==> src/rtl/draw_scheduler_if.sv <==
// Requester/drawer bundle for draw_scheduler: per-requester command bus,
// ack/status back to the FSMs, and the shared drawer controls.
interface draw_scheduler_if #(
  parameter int unsigned NUM_REQ = 4
);
  localparam int unsigned ID_W = (NUM_REQ > 1) ? $clog2(NUM_REQ) : 1;

  logic [NUM_REQ-1:0]   req;
  logic [NUM_REQ-1:0]   req_item;
  logic [NUM_REQ-1:0]   req_erase;
  logic [3*NUM_REQ-1:0] req_pos;
  logic [NUM_REQ-1:0]   ack;
  logic                 busy;
  logic [ID_W-1:0]      grant_id;
  logic                 draw_item;
  logic                 draw_erase;
  logic [2:0]           draw_pos;
  logic                 draw_go;

  modport master (
    output req, req_item, req_erase, req_pos,
    input  ack, busy, grant_id, draw_item, draw_erase, draw_pos, draw_go
  );

  modport slave (
    input  req, req_item, req_erase, req_pos,
    output ack, busy, grant_id, draw_item, draw_erase, draw_pos, draw_go
  );
endinterface

==> src/rtl/draw_scheduler.sv <==
// Round-robin sharing of the single sprite drawer between NUM_REQ game FSMs:
// grant, strobe go, hold for the fixed item draw time, then pulse ack.
module draw_scheduler #(
  parameter int unsigned NUM_REQ      = 4,
  parameter int unsigned GARB_CYCLES  = 401,
  parameter int unsigned PRESS_CYCLES = 2401,
  parameter int unsigned CNT_W        = 12
) (
  input logic             clock,
  input logic             reset,
  draw_scheduler_if.slave bus
);
  localparam int unsigned ID_W = (NUM_REQ > 1) ? $clog2(NUM_REQ) : 1;
  localparam logic [CNT_W-1:0] GARB_LOAD  = CNT_W'(GARB_CYCLES - 1);
  localparam logic [CNT_W-1:0] PRESS_LOAD = CNT_W'(PRESS_CYCLES - 1);

  typedef enum logic [1:0] {
    S_IDLE,
    S_ISSUE,
    S_WAIT,
    S_ACK
  } state_t;

  state_t             state_q;
  logic [CNT_W-1:0]   cnt_q;
  logic [ID_W-1:0]    rr_ptr_q;
  logic [ID_W-1:0]    grant_q;
  logic [NUM_REQ-1:0] ack_q;
  logic               busy_q;
  logic               go_q;
  logic               item_q;
  logic               erase_q;
  logic [2:0]         pos_q;

  logic [ID_W-1:0]    grant_d;
  logic               grant_vld_d;
  int unsigned        scan_idx;
  logic               sel_item;
  logic               sel_erase;
  logic [2:0]         sel_pos;

  // First pending requester after the last one served, wrapping modulo NUM_REQ.
  always_comb begin
    grant_d     = '0;
    grant_vld_d = 1'b0;
    scan_idx    = 0;
    for (int unsigned k = 1; k <= NUM_REQ; k++) begin
      scan_idx = (32'(rr_ptr_q) + k) % NUM_REQ;
      if (!grant_vld_d && 1'(bus.req >> scan_idx)) begin
        grant_vld_d = 1'b1;
        grant_d     = ID_W'(scan_idx);
      end
    end
  end

  always_comb begin
    sel_item  = 1'(bus.req_item >> grant_d);
    sel_erase = 1'(bus.req_erase >> grant_d);
    sel_pos   = 3'(bus.req_pos >> (3 * grant_d));
  end

  always_ff @(posedge clock or posedge reset) begin
    if (reset) begin
      state_q  <= S_IDLE;
      cnt_q    <= '0;
      rr_ptr_q <= ID_W'(NUM_REQ - 1);
      grant_q  <= '0;
      ack_q    <= '0;
      busy_q   <= 1'b0;
      go_q     <= 1'b0;
      item_q   <= 1'b0;
      erase_q  <= 1'b0;
      pos_q    <= '0;
    end else begin
      ack_q <= '0;
      go_q  <= 1'b0;
      unique case (state_q)
        S_IDLE: begin
          if (grant_vld_d) begin
            grant_q <= grant_d;
            item_q  <= sel_item;
            erase_q <= sel_erase;
            pos_q   <= sel_pos;
            go_q    <= 1'b1;
            busy_q  <= 1'b1;
            state_q <= S_ISSUE;
          end
        end
        S_ISSUE: begin
          cnt_q   <= item_q ? PRESS_LOAD : GARB_LOAD;
          state_q <= S_WAIT;
        end
        S_WAIT: begin
          // ack is registered, so it is raised on the edge entering ACK
          if (cnt_q == '0) begin
            ack_q   <= NUM_REQ'(1) << grant_q;
            state_q <= S_ACK;
          end else begin
            cnt_q <= cnt_q - CNT_W'(1);
          end
        end
        S_ACK: begin
          rr_ptr_q <= grant_q;
          busy_q   <= 1'b0;
          state_q  <= S_IDLE;
        end
        default: state_q <= S_IDLE;
      endcase
    end
  end

  assign bus.ack        = ack_q;
  assign bus.busy       = busy_q;
  assign bus.grant_id   = grant_q;
  assign bus.draw_item  = item_q;
  assign bus.draw_erase = erase_q;
  assign bus.draw_pos   = pos_q;
  assign bus.draw_go    = go_q;
endmodule
==> src/flat_wrapper.sv <==
// flat-port wrapper written by rule: the top's interface ports become plain ports
module draw_scheduler_flat 
#(
  parameter int unsigned NUM_REQ      = 4,
  parameter int unsigned GARB_CYCLES  = 401,
  parameter int unsigned PRESS_CYCLES = 2401,
  parameter int unsigned CNT_W        = 12
)
  (clock, reset, bus_req, bus_req_item, bus_req_erase, bus_req_pos, bus_ack, bus_busy, bus_grant_id, bus_draw_item, bus_draw_erase, bus_draw_pos, bus_draw_go);
  draw_scheduler_if #(.NUM_REQ(NUM_REQ)) bus_i ();
  input logic clock;
  input logic reset;
  input wire logic [$bits(bus_i.req)-1:0] bus_req;
  input wire logic [$bits(bus_i.req_item)-1:0] bus_req_item;
  input wire logic [$bits(bus_i.req_erase)-1:0] bus_req_erase;
  input wire logic [$bits(bus_i.req_pos)-1:0] bus_req_pos;
  output wire logic [$bits(bus_i.ack)-1:0] bus_ack;
  output wire logic [$bits(bus_i.busy)-1:0] bus_busy;
  output wire logic [$bits(bus_i.grant_id)-1:0] bus_grant_id;
  output wire logic [$bits(bus_i.draw_item)-1:0] bus_draw_item;
  output wire logic [$bits(bus_i.draw_erase)-1:0] bus_draw_erase;
  output wire logic [$bits(bus_i.draw_pos)-1:0] bus_draw_pos;
  output wire logic [$bits(bus_i.draw_go)-1:0] bus_draw_go;
  assign bus_i.req = bus_req;
  assign bus_i.req_item = bus_req_item;
  assign bus_i.req_erase = bus_req_erase;
  assign bus_i.req_pos = bus_req_pos;
  assign bus_ack = bus_i.ack;
  assign bus_busy = bus_i.busy;
  assign bus_grant_id = bus_i.grant_id;
  assign bus_draw_item = bus_i.draw_item;
  assign bus_draw_erase = bus_i.draw_erase;
  assign bus_draw_pos = bus_i.draw_pos;
  assign bus_draw_go = bus_i.draw_go;
  draw_scheduler #(.NUM_REQ(NUM_REQ), .GARB_CYCLES(GARB_CYCLES), .PRESS_CYCLES(PRESS_CYCLES), .CNT_W(CNT_W)) u_core (.clock(clock), .reset(reset), .bus(bus_i));
endmodule
==> config.mk <==
export PLATFORM = sky130hd
export DESIGN_NAME = draw_scheduler_flat
export DESIGN_NICKNAME = d
export VERILOG_FILES = /design/src/rtl/draw_scheduler_if.sv /design/src/rtl/draw_scheduler.sv /design/src/flat_wrapper.sv
export SDC_FILE = /design/constraint.sdc
export NUM_CORES = 1
export LEC_CHECK = 0
export BUFFER_PORTS_ARGS = -buffer_cell sky130_fd_sc_hd__buf_4
export CORE_ASPECT_RATIO = 1.25
export CORE_MARGIN = 2
export CORE_UTILIZATION = 30
export DETAILED_ROUTE_END_ITERATION = 6
export GPL_TIMING_DRIVEN = 1
export PLACE_DENSITY_LB_ADDON = 0.1
export SLEW_MARGIN = 20
export SYNTH_ARGS = -nofsm -noshare
export SYNTH_HDL_FRONTEND = slang
export SYNTH_SLANG_ARGS = --single-unit
export TNS_END_PERCENT = 30
==> constraint.sdc <==
create_clock -name clock -period 3 [get_ports clock]
set_clock_uncertainty 0.15 [all_clocks]
set_input_delay 0.9 -clock clock [delete_from_list [all_inputs] [get_ports clock]]
set_output_delay 0.9 -clock clock [all_outputs]
set_load 0.01 [all_outputs]
; ---- Word level (Yosys, flattened, before mapping)
; Index checks and enable logic that the tools add are counted.
[word_totals]
rom_bits = 0
inputBits = 26
latch_bits = 0
regBits = 29
elab_cells = 64
memories = 0
ram_bits = 0
[op_classes]
shifts = 8
addsub = 5
eq_ne = 6
order_cmp = 0
n_reduce_logical = 14
muxes = 20
div_mod_pow = 0
bitwise = 0
n_mul = 1
[ops]
columns = operator, count
row1 = 2-to-1 mux 12 bit, 2
row2 = case mux 12 bit (2 select lines), 1
row3 = >> shifter 4 x 2 -> 1 bit, 6
row4 = logical NOT 12 bit, 1
row5 = 2-to-1 mux 2 bit, 6
row6 = >> shifter 12 x 4 -> 3 bit, 1
row7 = subtractor 12 x 1 -> 12 bit (second input constant), 1
row8 = 2-to-1 mux 4 bit, 2
row9 = case mux 2 bit (4 select lines), 1
row10 = AND reduction 2 bit, 4
row11 = 2-to-1 mux 1 bit, 7
row12 = adder 2 x 1 -> 2 bit (second input constant), 2
row13 = adder 2 bit (second input constant), 2
row14 = == test 2 bit (second input constant), 2
row15 = multiplier 2 x 2 -> 4 bit (first input constant), 1
row16 = != test 2 x 1 -> 1 bit (second input constant), 2
row17 = nonzero test 2 bit, 2
row18 = << shifter 1 x 2 -> 4 bit (first input constant), 1
row19 = logical AND 1 bit, 3
row20 = logical NOT 1 bit, 3
row21 = == test 2 x 1 -> 1 bit (second input constant), 1
row22 = logical NOT 2 bit, 1
row23 = != test 2 bit (second input constant), 1
row24 = case mux 1 bit (2 select lines), 1

; ---- Depth between registers and ports, before layout
[logic_depth]
ltp_word = 14
depth_mapped = 8
ltp_nobuf = 7

; ---- Worst setup path after synthesis
; No wires, ideal clock.
[synth_path]
kind = input to register
startpoint = input bus_req[0]
endpoint = register u_core.erase_q (netlist: u_core.bus.draw_erase)
setup_slack_ns = 0.671
arrival_time_ns = 2.039
n_path_buf = 0
setup_ns = 0.140
stages = 5
cell_sequence = o21ai_0 -> a21boi_0 -> or3_1 -> a2111oi_0 -> a211oi_1
[synth_via]
elab_chain_cells = 12
elab_cells_between_ends = 20
classes_between = shift: 5 / mux: 8 / reduce/logical: 7
[synth_lines]
columns = element, line_no
row1 = from (decl), flat_wrapper.sv:13  ; input wire logic [$bits(bus_i.req)-1:0] bus_req;
row2 = >> shifter 4 x 2 -> 1 bit, draw_scheduler.sv:49  ; if (!grant_vld_d && 1'(bus.req >> scan_idx)) begin
row3 = 2-to-1 mux 1 bit, draw_scheduler.sv:49
row4 = logical NOT 1 bit, draw_scheduler.sv:49
row5 = logical AND 1 bit, draw_scheduler.sv:49
row6 = 2-to-1 mux 1 bit, draw_scheduler.sv:49
row7 = logical NOT 1 bit, draw_scheduler.sv:49
row8 = logical AND 1 bit, draw_scheduler.sv:49
row9 = 2-to-1 mux 1 bit, draw_scheduler.sv:49
row10 = logical NOT 1 bit, draw_scheduler.sv:49
row11 = logical AND 1 bit, draw_scheduler.sv:49
row12 = 2-to-1 mux 2 bit / 2-to-1 mux 1 bit (equally long branches), draw_scheduler.sv:49
row13 = >> shifter 4 x 2 -> 1 bit / AND reduction 2 bit (equally long branches), -
row14 = to (signal assigned), draw_scheduler.sv:82  ; erase_q <= sel_erase;
row15 = to (decl), draw_scheduler.sv:32  ; logic erase_q;
; Several ways; a longest one is shown, not always the timed one.
; A chain may end at the register's enable or synchronous reset.

; ---- Worst setup path after layout
[layout_path]
startpoint = register u_core.state_q[0]
endpoint = register u_core.cnt_q[6]
[layout_via]
elab_chain_cells = 3
elab_cells_between_ends = 6
classes_between = eq/ne: 3 / mux: 1 / reduce/logical: 2
[layout_lines]
columns = element, line_no
row1 = from (decl), draw_scheduler.sv:24  ; state_t state_q;
row2 = from (signal assigned), draw_scheduler.sv:64  ; state_q <= S_IDLE;
row3 = from (signal assigned), draw_scheduler.sv:86  ; state_q <= S_ISSUE;
row4 = from (signal assigned), draw_scheduler.sv:91  ; state_q <= S_WAIT;
row5 = == test 2 bit / == test 2 x 1 -> 1 bit (equally long branches), draw_scheduler.sv:77  ; unique case (state_q)
row6 = != test 2 bit (no source line) / nonzero test 2 bit (equally long branches), -
row7 = AND reduction 2 bit (no source line), -
row8 = to (signal assigned), draw_scheduler.sv:90  ; cnt_q <= item_q ? PRESS_LOAD : GARB_LOAD;
row9 = to (signal assigned), draw_scheduler.sv:99  ; cnt_q <= cnt_q - CNT_W'(1);
row10 = to (decl), draw_scheduler.sv:25  ; logic [CNT_W-1:0] cnt_q;
; Several ways; a longest one is shown, not always the timed one.

==> impl_metrics.yaml <==
worst_hold_path:
  hold_path_class: "reg -> reg"
route:
  antenna_left: 0
  totalWireLength_um: 4050
  vias: 1435
  drc_errors: 0
  drtPass1Iterations: 4
  drt_iter0_drc: 98
  vias_per_cell: 5.22
  wl_per_cell_um: 14.7
layout:
  fillers: 578
  stdcell_area_mm2: 0.00212
  nNetsFinal: 243
  area_growth_syn_to_layout_pct: 27.0
  drive_gt1_frac: 0.299
  antennaDiodeCount: 0
  final_cell_mix: "buf_4 (41), dfrtp_1 (27), nor2_1 (19)"
  final_common_cell: "buf_4"
clocking:
  cts_resized: 0
  clkLatencyLatePin_ns: 0.28
  clkSlewWorstSetupHoldPaths_ns: 0.07
  cts_tree: "yes"
  cts.path.max_buffers: 2
  numCtsBuffers: 5
  ctsHtreeMaxLevel: 2
  hold_buffers: 0
  post-cts-setup-buffer-count: 0
  cts_sinks: 29
  clock-root-buffer: "clkbuf_8"
worst_setup_path:
  start_kind: "register"
  crit_type: "reg -> reg"
  critical-path-max-stage-delay_ns: 0.57
  cp_top_family: "simple AND/OR/NAND/NOR gates"
  critPathRequiredTime_ns: 2.99
  cp_max_fo: 11
  cp_num_buf_inv: 2
  path_cells: "inv_1, ha_1, inv_1, nor4_4, nor2_1, a21oi_1, a311oi_1"
  endpoint_kind: "register"
  crit_path_top_delay_cell: "nor4_4"
  crit_arrival_ns: 2.47
  cp_common_cell: "inv_1"
place:
  gp_congestion: 0.777
  portBuffers: 38
  place_area_mm2: 0.00203
  dp_slack_ns: 0.345
  dp_hpwl_um: 3070
logic_synthesis:
  post_synth.cell_area_avg_um2: 10.1
  synthCells: 166
  synth_ff_type: "dfrtp_1"
  synth-seq-area-share: 0.436
  ys_types: 49
  syn_nets: 199
  ys_async_sr_fraction: 1.00
  ys_warn_count: 0
  synth-edff-count: 0
  ys_ff_latch: 29
  synth_area_mm2: 0.00167
power:
  pwr-share-comb: 0.075
  p_per_area_mw_per_mm2: 364
  power_mw: 0.772
  peakVddDrop_mv: 0.139
  seqPwrFrac: 0.506
  p_sw_frac: 0.245
  p_int_mw: 0.583
  p_clk_frac: 0.418
  p_switching_mw: 0.189
  p_leak_nw: 0.993
sta:
  hold_violations: 0
  rsz0062_at_grt: "false"
  finalCritPeriodShare: 0.828
  tns_ns: 0
  holdWs_ns: 0.346
  tightest_slew_ns: 0.538
  layout_setup_ws_ns: 0.516
  slew_viol_final: 0
  max_slew_margin: 0.638
  post-route-min-period_ns: 2.48
  fmax_ghz: 0.403
  setup_viol_count_final: 0
floorplan:
  dieArea_mm2: 0.00618
  num_rows: 30
  dieHeight_um: 87.4
  core-area_mm2: 0.00541
  dieWidth_um: 70.7
  io-pin-count: 39
  start_util: 0.309
global_routing:
  antenna_found_initial: 0
  grt_pass1_wl_um: 6770
  grt_pass1_vias: 1472
  grt_max_degree: 30
  grt-ovfl-total: 0
  track_usage: 0.140
flow_run:
  max_cap_violations: 0
status:
  outcome: "finished clean"
## worst paths after layout
check	startpoint	end	slack [ns]	cells after the start
max	u_core.state_q[0]	u_core.cnt_q[6]	0.52	7
min	u_core.bus.busy	u_core.bus.busy	0.35	2
max reg2reg	u_core.state_q[0]	u_core.cnt_q[6]	0.52	7
min reg2reg	u_core.bus.busy	u_core.bus.busy	0.35	2
max in group asynchronous	reset	u_core.rr_ptr_q[0]	1.84	3
min in group asynchronous	reset	u_core.cnt_q[2]	0.54	3
## registers in the layout, indices dropped and copies added (netlist names)
signal / flops
u_core.bus.grant_id: 2
u_core.bus.draw_go: 1
u_core.bus.ack: 4
u_core.cnt_q: 12
u_core.bus.draw_erase: 1
u_core.bus.busy: 1
u_core.bus.draw_item: 1
u_core.state_q: 2
u_core.bus.draw_pos: 3
u_core.rr_ptr_q: 2
## layer usage
metal	GRT usage	wire length (um)
met2	0.255	2130
met3	0.0370	190
met4	0.0669	87
met1	0.149	1640
met5	0	0
## synth_stat cells, drive strengths merged, types with 3 or more instances
library cell  number  area, um^2
a21oi              4        20.0
mux2               4        48.8
a21boi             5        37.5
or3                3        18.8
nand3              3        15.0
a2111oi            5        43.8
nand2b             4        25.0
nand2              8        32.5
nor3               6        30.0
nor2              19        71.3
nor4               6        52.6
o21ai              9        56.3
xor2               3        26.3
ha                 7        87.6
a211oi             5        37.5
mux2i              7        70.1
inv                7        26.3
dfrtp             27         676
## worst reg2reg max path: stages, from the launching register on
cell      delay (ns)
dfrtp_1         0.41
inv_1           0.14
ha_1            0.46
inv_1           0.25
nor4_4          0.57
nor2_1          0.15
a21oi_1         0.16
a311oi_1        0.06
## area by class of cell
type                       instances  area (um^2)  share of cell area
clock buffer                       5         68.8              0.0324
clock inverter                     3         17.5             0.00826
inverter                           8         30.0              0.0142
multi-input combinational        125          888               0.419
sequential                        29          728               0.343
tap                               64         80.1              0.0378
timing repair buffer              41          308               0.145
## logic make-up (layout without fill, tap and decap cells)
kind of cell,Yosys count,in the layout,share of synthesized area
XOR/XNOR,3,3,0.0157
multiplexers,11,11,0.0712
buffers and inverters,12,57,0.0322
AND/OR/NAND/NOR,65,65,0.224
flip-flops,29,29,0.436
adder cells (fa/ha/maj),7,7,0.0524
AO/OA/AOI/OAI,39,39,0.169
## through the flow
stage                     cells   util
final                       275  0.392
after global routing        275  0.392
after CTS                   275  0.392
after detailed placement    267  0.376
after global placement      267  0.376
after floorplan             166      -
## power by group through the flow
stage                     combinational, mW  sequential (mW)  clock [mW]
after CTS                            0.0600            0.391       0.337
after global routing                 0.0644            0.391       0.353
after floorplan                      0.0243            0.398           0
after global placement               0.0587            0.398           0
final                                0.0582            0.391       0.323
after detailed placement             0.0597            0.398           0
(Power assumes the default switching activity.)
